### src/rtl/stall_sequencer_if.sv
// rtl/stall_sequencer_if.sv - instruction/stall handshake bundle for stall_sequencer
interface stall_sequencer_if #(
   parameter int CNT_W = 8
) ();
   logic [19:0]      ins_pm;
   logic             resume;
   logic             cnt_clr;
   logic             stall;
   logic             pc_en;
   logic             stall_pm;
   logic             halted;
   logic [CNT_W-1:0] stall_cnt;

   modport master (
      output ins_pm, resume, cnt_clr,
      input  stall, pc_en, stall_pm, halted, stall_cnt
   );

   modport slave (
      input  ins_pm, resume, cnt_clr,
      output stall, pc_en, stall_pm, halted, stall_cnt
   );
endinterface

### src/rtl/stall_sequencer.sv
// rtl/stall_sequencer.sv - pipeline stall sequencer for LD, jump and halt opcodes
// with a registered stall echo and a saturating stall-cycle counter.
module stall_sequencer #(
   parameter int LD_STALL  = 1,
   parameter int JMP_STALL = 2,
   parameter int CNT_W     = 8
) (
   input  logic               clk,
   input  logic               reset,
   stall_sequencer_if.slave   bus
);
   typedef enum logic [1:0] {S_RUN, S_WAIT, S_ISSUE, S_HALT} state_t;

   localparam logic [4:0]       OP_HLT   = 5'b10001;
   localparam logic [4:0]       OP_LD    = 5'b10100;
   localparam logic [3:0]       LD_LOAD  = 4'((LD_STALL  >= 2) ? LD_STALL  - 2 : 0);
   localparam logic [3:0]       JMP_LOAD = 4'((JMP_STALL >= 2) ? JMP_STALL - 2 : 0);
   localparam logic [CNT_W-1:0] CNT_MAX  = {CNT_W{1'b1}};

   state_t           state, state_n;
   logic [3:0]       wcnt, wcnt_n;
   logic             stall;
   logic             stall_pm;
   logic [CNT_W-1:0] cnt;
   logic [4:0]       opcode;
   logic             unused_operand;

   assign opcode         = bus.ins_pm[19:15];
   assign unused_operand = ^bus.ins_pm[14:0];

   always_ff @(posedge clk or negedge reset) begin
      if (!reset) begin
         state    <= S_RUN;
         wcnt     <= 4'd0;
         stall_pm <= 1'b0;
         cnt      <= '0;
      end else begin
         state    <= state_n;
         wcnt     <= wcnt_n;
         stall_pm <= stall;
         if (bus.cnt_clr)
            cnt <= '0;
         else if (stall && (cnt != CNT_MAX))
            cnt <= cnt + CNT_W'(1);
      end
   end

   // The decode cycle is the first stall cycle, so WAIT is loaded with N-2.
   always_comb begin
      state_n = state;
      wcnt_n  = wcnt;
      stall   = 1'b0;
      unique case (state)
         S_RUN: begin
            if (opcode == OP_HLT) begin
               stall   = 1'b1;
               state_n = S_HALT;
            end else if (opcode == OP_LD) begin
               stall = 1'b1;
               if (LD_STALL <= 1) begin
                  state_n = S_ISSUE;
               end else begin
                  state_n = S_WAIT;
                  wcnt_n  = LD_LOAD;
               end
            end else if (opcode[4:2] == 3'b111) begin
               stall = 1'b1;
               if (JMP_STALL <= 1) begin
                  state_n = S_ISSUE;
               end else begin
                  state_n = S_WAIT;
                  wcnt_n  = JMP_LOAD;
               end
            end
         end
         S_WAIT: begin
            stall = 1'b1;
            if (wcnt == 4'd0)
               state_n = S_ISSUE;
            else
               wcnt_n = wcnt - 4'd1;
         end
         S_ISSUE: begin
            state_n = S_RUN;
         end
         S_HALT: begin
            stall = 1'b1;
            if (bus.resume)
               state_n = S_ISSUE;
         end
         default: begin
            state_n = S_RUN;
         end
      endcase
   end

   assign bus.stall     = stall;
   assign bus.pc_en     = ~stall;
   assign bus.stall_pm  = stall_pm;
   assign bus.halted    = (state == S_HALT);
   assign bus.stall_cnt = cnt;
endmodule

### src/flat_wrapper.sv
// flat-port wrapper written by rule: the top's interface ports become plain ports
module stall_sequencer_flat 
#(
   parameter int LD_STALL  = 1,
   parameter int JMP_STALL = 2,
   parameter int CNT_W     = 8
)
  (clk, reset, bus_ins_pm, bus_resume, bus_cnt_clr, bus_stall, bus_pc_en, bus_stall_pm, bus_halted, bus_stall_cnt);
  stall_sequencer_if #(.CNT_W(CNT_W)) bus_i ();
  input  logic clk;
  input  logic reset;
  input wire logic [$bits(bus_i.ins_pm)-1:0] bus_ins_pm;
  input wire logic [$bits(bus_i.resume)-1:0] bus_resume;
  input wire logic [$bits(bus_i.cnt_clr)-1:0] bus_cnt_clr;
  output wire logic [$bits(bus_i.stall)-1:0] bus_stall;
  output wire logic [$bits(bus_i.pc_en)-1:0] bus_pc_en;
  output wire logic [$bits(bus_i.stall_pm)-1:0] bus_stall_pm;
  output wire logic [$bits(bus_i.halted)-1:0] bus_halted;
  output wire logic [$bits(bus_i.stall_cnt)-1:0] bus_stall_cnt;
  assign bus_i.ins_pm = bus_ins_pm;
  assign bus_i.resume = bus_resume;
  assign bus_i.cnt_clr = bus_cnt_clr;
  assign bus_stall = bus_i.stall;
  assign bus_pc_en = bus_i.pc_en;
  assign bus_stall_pm = bus_i.stall_pm;
  assign bus_halted = bus_i.halted;
  assign bus_stall_cnt = bus_i.stall_cnt;
  stall_sequencer #(.LD_STALL(LD_STALL), .JMP_STALL(JMP_STALL), .CNT_W(CNT_W)) u_core (.clk(clk), .reset(reset), .bus(bus_i));
endmodule
### config.mk
export PLATFORM = sky130hd
export DESIGN_NAME = stall_sequencer_flat
export DESIGN_NICKNAME = d
export VERILOG_FILES = /design/src/rtl/stall_sequencer_if.sv /design/src/rtl/stall_sequencer.sv /design/src/flat_wrapper.sv
export SDC_FILE = /design/constraint.sdc
export NUM_CORES = 1
export LEC_CHECK = 0
export BUFFER_PORTS_ARGS = -buffer_cell sky130_fd_sc_hd__buf_2
export CAP_MARGIN = 30
export CORE_ASPECT_RATIO = 0.5
export CORE_MARGIN = 3
export CORE_UTILIZATION = 31
export CTS_BUF_LIST = sky130_fd_sc_hd__clkbuf_16
export DETAILED_ROUTE_END_ITERATION = 10
export GPL_TIMING_DRIVEN = 0
export PLACE_DENSITY = 0.61
export REMOVE_ABC_BUFFERS = 1
export SYNTH_ARGS = -nofsm -noshare
export SYNTH_HDL_FRONTEND = slang
export SYNTH_SLANG_ARGS = --single-unit
export TNS_END_PERCENT = 20
### constraint.sdc
create_clock -name clk -period 1.47 [get_ports clk]
set_clock_uncertainty 0.1 [all_clocks]
set_input_delay 0.2205 -clock clk [delete_from_list [all_inputs] [get_ports clk]]
set_output_delay 0.2205 -clock clk [all_outputs]
set_load 0.01 [all_outputs]
## Word-level counts from Yosys, hierarchy flattened

Cells that the tools add are included.

- $add $sub $neg: 2
- Equal/unequal tests: 14
- Muxes and demuxes: 17
- Bitwise operators: 1
- Reductions and logical operators: 8

Operators with widths:

| kind | number |
|---|---|
| two-way mux 4 bit | 4 |
| two-way mux 8 bit | 2 |
| == test 5 bit, second input constant | 2 |
| two-way mux 2 bit | 5 |
| adder 8 x 1 -> 8 bit, second input constant | 1 |
| != test 2 bit, second input constant | 4 |
| != test 8 bit, second input constant | 1 |
| one-hot mux 2 bit (4 select lines) | 1 |
| one-hot mux 4 bit (2 select lines) | 1 |
| AND reduction 5 bit | 1 |
| == test 2 bit, second input constant | 2 |
| logical NOT 4 bit | 1 |
| != test 2 x 1 -> 1 bit, second input constant | 2 |
| != test 4 x 1 -> 1 bit, second input constant | 1 |
| nonzero test 2 bit | 2 |
| subtractor 4 x 1 -> 4 bit, second input constant | 1 |
| == test 3 bit, second input constant | 1 |
| two-way mux 1 bit | 3 |
| AND reduction 3 bit | 1 |
| == test 2 x 1 -> 1 bit, second input constant | 1 |
| logical NOT 2 bit | 1 |
| one-hot mux 1 bit (2 select lines) | 1 |
| OR reduction 2 bit | 1 |
| logical AND 1 bit | 1 |
| inverter 1 bit | 1 |

- Flip-flop bits (word level): 15
- Bits of input ports: 24
- Output and inout bits: 12
- Word-level logic and storage cells: 46

## Logic depth before layout (Yosys ltp)

Gate-level depths: netlist of the first run.

- Depth in word-level cells: 8
- Gate-level depth with buffers: 6
- Gate-level depth less buffers: 6

## Worst setup path after synthesis of the first run

No wires, ideal clock.

- Path kind: register to register
- Start: register u_core.cnt[0], in the netlist u_core.bus.stall_cnt[0]
- End: register u_core.cnt[2], in the netlist u_core.bus.stall_cnt[2]
- Setup time: 78 ps
- Arrival: 1468 ps
- Data required time: 1292 ps
- Path slack: -176 ps
- Cell stages (with the launch flop): 6
- Buffers on the path: 0
- Period minus slack after synthesis: 1646 ps
- Path through: dfrtp_1 -> ha_1 -> nand2_1 -> o32ai_1 -> or4_1 -> a21oi_1

- Longest elaborated chain between the ends: 3
- Elaborated cells on any way between the ends: 6
- Classes of those cells: add/sub: 1; eq/ne: 1; mux: 2; reduce/logical: 2

Ends and longest elaborated chain:

| what | RTL line | text |
|---|---|---|
| start: declaration | stall_sequencer.sv:24 | `logic [CNT_W-1:0] cnt;` |
| start signal: assignment | stall_sequencer.sv:44 | `cnt <= cnt + CNT_W'(1);` |
| adder 8 x 1 -> 8 bit or != test 8 bit (tied branches) | stall_sequencer.sv:44, stall_sequencer.sv:43 |  |
| two-way mux 8 bit or logical AND 1 bit (tied branches) | stall_sequencer.sv:43 | `else if (stall && (cnt != CNT_MAX))` |
| two-way mux 8 bit or nonzero test 2 bit (tied branches) | n/a |  |

Parallel ways exist; a longest one is shown, timed or not. The select of a mux whose other input is x is not followed.
A chain may end at the register's enable or synchronous reset.

## Final worst setup path of the first run

- Start: register u_core.cnt[1], in the netlist u_core.bus.stall_cnt[1]
- End: register u_core.cnt[2], in the netlist u_core.bus.stall_cnt[2]

The elaborated chain is that of the path after synthesis.

==> results of run 1 <==
## power by group
| group | switching (mW) | total (mW) | internal, mW |
|---|---|---|---|
| clock | 0.162 | 0.522 | 0.360 |
| sequential | 0.114 | 0.632 | 0.518 |
| combinational | 0.340 | 0.682 | 0.342 |
## Yosys cell counts (all sizes together)
cell type / count
dfrtp: 15
nor2: 8
a21oi: 7
inv: 6
nor2b: 6
mux2: 5
o21ai: 5
nand2: 4
and2: 3
nand2b: 3
o31ai: 3
a211oi: 2
ha: 2
nor3: 2
nor4: 2
o211ai: 2
or4: 2
xor2: 2
and3: 1
buf: 1
clkbuf: 1
mux2i: 1
nand3: 1
nand3b: 1
nand4: 1
nor3b: 1
nor4b: 1
o2111ai: 1
o21a: 1
o311ai: 1
o32ai: 1
or3: 1
or3b: 1
xnor2: 1
## routing by layer
metal / global-route usage / part of all wire / vias up
met1: 0.1506 / 0.45 / 407
li1: - / - / 414
met2: 0.2261 / 0.51 / 12
met4: 0.03909 / 0.0077 / 0
met3: 0.04268 / 0.026 / 2
met5: 0 / 0 / -
## per-stage QoR
step	instance area (µm²)	TNS [ps]
5_1_grt	1370	-1268
6_report	1370	-494.3
3_3_place_gp	1050	-2159
3_5_place_dp	1050	-2302
2_1_floorplan	903.4	-515.1
4_1_cts	1320	-511.5
## area by class of cell
class	count	share of cell area
well taps	37	0.03379
multi-input cells	72	0.4557
repair buffers	33	0.1607
clock buffers	3	0.05479
inverters	6	0.01644
flip-flops and latches	15	0.2758
clock inverters	1	0.002740
## how the worst max path moves through the flow
stage	startpoint	endpoint	depth (start not counted)
3_5_place_dp	u_core.bus.stall_cnt[0]	u_core.bus.stall_cnt[1]	5
5_1_grt	u_core.state[1]	u_core.bus.stall_cnt[2]	5
2_1_floorplan	u_core.bus.stall_cnt[0]	u_core.bus.stall_cnt[2]	5
6_report	u_core.bus.stall_cnt[1]	u_core.bus.stall_cnt[2]	5
4_1_cts	u_core.state[1]	bus_stall	5
3_3_place_gp	bus_ins_pm[16]	u_core.bus.stall_cnt[5]	5
## cell usage in the layout (no fill, tap or decap), types with 3 or more instances in the layout
cell type / count
a21oi_2: 3
nor2b_1: 4
inv_1: 5
nor2_1: 8
mux2_4: 4
clkbuf_16: 3
nand2b_1: 3
buf_2: 18
buf_4: 10
a21oi_1: 4
buf_6: 4
dfrtp_1: 13
## kinds of logic after synthesis
kind of cell             count (synthesis)  synth area share
buffers and inverters                    8           0.03428
AO/OA/AOI/OAI                           23            0.1660
adder cells (fa/ha/maj)                  2           0.02743
AND/OR/NAND/NOR                         38            0.2593
multiplexers                             6           0.07270
flip-flops                              15            0.4115
XOR/XNOR                                 3           0.02881
## sequential cells by signal, summed over array words and instances, names as in the netlist
signal,cells
u_core.bus.stall_cnt,8
u_core.wcnt,4
u_core.state,2
u_core.bus.stall_pm,1
## what timing repair did
item / 4_1_cts / 5_1_grt
hold buffers: 1 / 0
endpoints found under the hold margin: 15 / 0
setup buffers: 10 / 2
pin swaps: 7 / 6
resized for setup: 26 / 9
endpoints found under the setup margin: 12 / 14
==> metrics.md, run 1 <==
| Metric | Value |
|---|---|
| Nets@finish | `157` |
| Mapped Cells | `95` |
| Actual slew at the worst max-slew pin | `477.0 ps` |
| H-Tree Depth | `1` |
| Area Growth Syn to Fin | `50.21%` |
| Min-delay worst type | `primary input to flop` |
| CTS root buf | `clkbuf_16` |
| Max-slew violation count | `0` |
| Drt first pass iters | `4` |
| Fin cells | `167` |
| Maximum vdd drop | `0.5376 mV` |
| DR WL/cell | `13.23 µm` |
| Initial core utilization | `0.3378` |
| Slowest cell on the critical path | `or4_1` |
| Buffer and inverter count on the worst path | `0` |
| WHS Path Cells | `2` |
| Vias in the first global route | `795` |
| Total grt overflow | `0` |
| Vias | `approximately 840` |
| Hold Path End | `u_core.bus.stall_cnt[0]` |
| Max-Slew Margin vs Limit | `0.6794` |
| Fill cell count | `roughly 250` |
| Worst slack at placement | `-302.2 ps` |
| Max cap viols | `0` |
| Overall power | `1.836 mW` |
| CTS Buffer Depth | `2` |
| Hold slack | `about 210 ps` |
| Post-route DRC violation count | `0` |
| Worst-Skew Late Latency | `250 ps` |
| CTS tree | `built` |
| Layout cells sized above 1 | `0.4769` |
| Total area of sequential cells | `377.9 µm²` |
| Global-route wire length before repair | `3505 µm` |
| Synth unique cells | `38` |
| R2R depth | `5` |
| Die outline width | `82.71 µm` |
| RSZ-0062 raised after global routing | `yes` |
| Clk sinks | `15` |
| Status | `finished, violations left` |
| Yosys warnings | `0` |
| Initial drt markers | `28` |
| Seq/Total Area, Yosys | `0.4115` |
| Area of the multi-input gates | `between 600 and 700 µm²` |
| Failing checks | `setup timing` |
| # port buffers | `20` |
| Tmin final | `about 1600 ps` |
| Hold path startpoint | `bus_cnt_clr` |
| Placed instance count | `150` |
| Io pins | `36` |
| Clk pin slew, worst setup/hold paths | `50 ps` |
| Crit path max-delay family | `simple AND/OR/NAND/NOR gates` |
| Total wire length | `approximately 2200 µm` |
| Fmax | `0.6335 GHz` |
| DIE AREA | `3669 µm²` |
| CP peak stage delay | `between 400 and 500 ps` |
| FF+latch count, synth | `15` |
| Final Setup Violations | `10` |
| Worst EP arrival | `1650 ps` |
| ANT cells | `0` |
| Core ar. | `around 2700 µm²` |
| Worst setup SP type | `flop` |
| Fin util | `0.5074` |
| LEAKAGE | `~0.61 nW` |
| Chip height | `44.36 µm` |
| Maximum fanout along the worst path | `6` |
| Final ANT Viol Nets | `0` |
| Final worst-path setup slack | `-108.6 ps` |
| Largest net degree at the start of global routing | `16` |
| Vias per cell | `5.000` |
| Post-Syn Area | `approximately 910 µm²` |
| Syn_area_per_cell | `9.601 µm²` |
| Worst R2R Start | `u_core.bus.stall_cnt[1]` |
| Crit. End Element | `flop` |
| Top-area cell type share of the netlist area | `0.4115` |
| R2r setup slk | `-110 ps` |
| Final Hold Viols | `0` |
| WP data required | `1540 ps` |
| Dpl hpwl | `1398 µm` |
| # rows | `13` |
| Largest area contributor in the netlist | `dfrtp_1` |
| Cell Chain, Critical Path | `ha_4, nand2_4, o32ai_4, or4_1, a21oi_1` |
| GRT Total Usage | `0.1286` |
| Largest cells by area after synthesis | `dfrtp_1 (41%), mux2_2 (4.9%), nor2b_1 (4.1%)` |
| CP Class | `flop to flop` |
| Period utilisation layout | `1.074` |
| GP Congestion | `0.7850` |
| Initial antenna violation count | `0` |
| R2R Path End | `u_core.bus.stall_cnt[2]` |
| Num CTS Buffers | `3` |
| Power Dens Cells | `1340 nW/µm²` |
Note: power is estimated with default switching activity, not from simulation.
==> run 2, diff against run 1 <==
--- a/config.mk
+++ b/config.mk
@@ -7,13 +7,15 @@
 export LEC_CHECK = 0
 export BUFFER_PORTS_ARGS = -buffer_cell sky130_fd_sc_hd__buf_2
 export CAP_MARGIN = 30
+export CELL_PAD_IN_SITES_DETAIL_PLACEMENT = 0
+export CELL_PAD_IN_SITES_GLOBAL_PLACEMENT = 2
 export CORE_ASPECT_RATIO = 0.5
-export CORE_MARGIN = 3
-export CORE_UTILIZATION = 31
+export CORE_UTILIZATION = 24
 export CTS_BUF_LIST = sky130_fd_sc_hd__clkbuf_16
 export DETAILED_ROUTE_END_ITERATION = 10
 export GPL_TIMING_DRIVEN = 0
-export PLACE_DENSITY = 0.61
+export PLACE_DENSITY = 0.76
+export RECOVER_POWER = 25
 export REMOVE_ABC_BUFFERS = 1
 export SYNTH_ARGS = -nofsm -noshare
 export SYNTH_HDL_FRONTEND = slang
==> run 2 against run 1 <==
Die area up 11%. Non-clock buffer count is 4 lower. The run still ends with setup timing left. Setup slack got worse by 71 ps. Count of clock-buffer cells in the layout stayed put. Sequential share of layout area up 1.6 points. Maximum frequency down 4.3%. Register-to-register slack got worse by 50 ps. Total power down 0.55%.
==> metrics.md, run 2 (synthesis gave the netlist of run 1 again) <==
| Metric | Value |
|---|---|
| Max-slew violation count | `0 (unchanged)` |
| Commonest non-fill, non-tap cell in the layout | `buf_2` |
| Status | `finished, violations left` |
| Fin util | `0.3677 (-0.1397)` |
| Design area | `1297 µm² (-5.3%)` |
| Initial core utilization | `0.2585 (-0.07930)` |
| Power Dens Cells | `1407 nW/µm² (+5.0%)` |
| Io pins | `36 (unchanged)` |
| CP Class | `flop to output pin` |
| Initial antenna violation count | `0 (unchanged)` |
| Layout cells sized above 1 | `0.4286 (-0.04835)` |
| GRT Total Usage | `0.1200 (-0.008644)` |
| Fill cell count | `391 (+59%)` |
| # rows | `15 (+2)` |
| Worst EP arrival | `1330 ps (-320 ps)` |
| Min-delay worst type | `primary input to flop` |
| CTS Buffer Depth | `2 (unchanged)` |
| Core ar. | `3528 µm² (+31%)` |
| Final Setup Violations | `12 (+2)` |
| Largest net degree at the start of global routing | `16 (unchanged)` |
| Worst slack at placement | `-312.9 ps (-10.69 ps)` |
| ANT cells | `0 (unchanged)` |
| Total wire length | `2153 µm (-2.5%)` |
| CTS root buf | `clkbuf_16` |
| Max cap viols | `0 (unchanged)` |
| Drt first pass iters | `3 (-1)` |
| Total area of sequential cells | `379.1 µm² (+0.33%)` |
| # port buffers | `20 (unchanged)` |
| Failing checks | `setup timing` |
| Hold slack | `194.3 ps (-12.01 ps)` |
| Nets@finish | `153 (-2.5%)` |
| Actual slew at the worst max-slew pin | `848.3 ps (+371.3 ps)` |
| Maximum fanout along the worst path | `6 (unchanged)` |
| Initial drt markers | `24 (-14%)` |
| Worst-Skew Late Latency | `250 ps (about the same)` |
| GP Congestion | `0.7294 (-7.1%)` |
| DR WL/cell | `12.16 µm (-8.0%)` |
| Global-route wire length before repair | `3519 µm (+0.40%)` |
| LEAKAGE | `0.5601 nW (-7.9%)` |
| Period utilisation layout | `1.122 (+0.04834)` |
| Area Growth Syn to Fin | `42.25%` |
| Most frequent cells in the layout | `buf_2 (18), dfrtp_1 (12), nor2_1 (8), buf_4 (8)` |
| Total grt overflow | `0 (unchanged)` |
| CTS tree | `built` |
| DIE AREA | `4066 µm² (+11%)` |
| Dpl cell area | `1067 µm² (+1.7%)` |
| Final ANT Viol Nets | `0 (unchanged)` |
| Placed instance count | `164 (+9.3%)` |
| Clk pin slew, worst setup/hold paths | `50 ps (about the same)` |
| RSZ-0062 raised after global routing | `yes` |
| WP data required | `1150 ps (-390 ps)` |
| Fin cells | `177 (+6.0%)` |
| Num CTS Buffers | `3 (unchanged)` |
| Maximum vdd drop | `0.3834 mV (-29%)` |
| Max reg flops | `8 (unchanged)` |
| Dpl hpwl | `1431 µm (+2.3%)` |
| Post-route DRC violation count | `0 (unchanged)` |
| Tmin final | `1650 ps (+71.05 ps)` |
| Area of the multi-input gates | `578.1 µm² (-7.4%)` |
| Final Hold Viols | `0 (unchanged)` |
| Chip height | `45.59 µm (+2.8%)` |
| Vias per cell | `4.525 (-9.5%)` |
| Die outline width | `89.19 µm (+7.8%)` |
| Clk sinks | `15 (unchanged)` |
| Vias in the first global route | `760 (-4.4%)` |
| Fmax | `0.6062 GHz (-4.3%)` |
| Worst setup SP type | `flop` |
| Vias | `801 (-4.1%)` |
| Final setup TNS | `-1096 ps (-601.4 ps)` |
| Crit. End Element | `output pin` |
| H-Tree Depth | `1 (unchanged)` |
| Final worst-path setup slack | `-179.7 ps (-71.06 ps)` |
| Overall power | `1.826 mW (-0.55%)` |
| Max-Slew Margin vs Limit | `0.4344 (-0.2449)` |
run 2: layout make-up:
class / instances / area share
multi-input cells: 72 / 0.4455
flip-flops and latches: 15 / 0.2922
repair buffers: 29 / 0.1350
clock buffers: 3 / 0.05786
well taps: 51 / 0.04918
inverters: 6 / 0.01736
clock inverters: 1 / 0.002893
run 2: report_power, final:
group / leakage, nW / switching, mW / internal (mW)
Combinational: 0.322 / 0.332 / 0.333
Clock: 0.0423 / 0.170 / 0.361
Sequential: 0.196 / 0.110 / 0.520
Total: 0.560 / 0.612 / 1.21
run 2: what timing repair did:
item / CTS / global route
endpoints found under the setup margin: 12 / 14
hold buffers: 1 / 0
pin swaps: 7 / 1
setup buffers: 7 / 1
hold endpoints to repair: 15 / 0
resized for setup: 15 / 6
run 2: per-layer routing:
layer  vias to the layer above  track usage  share of wire
li1                        408            -              -
met2                         6       0.2046           0.50
met5                         -            0              0
met1                       385       0.1508           0.47
met3                         2      0.03804          0.024
met4                         0      0.02857         0.0060
run 2: worst paths after layout:
path | slack, ps | end | cells past startpoint | startpoint
worst max-delay path | -180 | bus_stall | 5 | u_core.state[1]
worst min-delay path | 190 | u_core.bus.stall_cnt[2] | 2 | bus_cnt_clr
worst max register to register | -160 | u_core.bus.stall_cnt[7] | 5 | u_core.state[1]
worst min register to register | 400 | u_core.wcnt[0] | 1 | u_core.wcnt[0]
max in group asynchronous | 200 | u_core.state[0] | 2 | reset
min in group asynchronous | 500 | u_core.bus.stall_cnt[4] | 2 | reset
run 2: worst max-delay path, stage by stage (launching register included):
cell and delay, ps:
dfrtp_2 430, nor2b_4 190, o31ai_4 140, and2_4 170
inv_2 50, buf_6 90
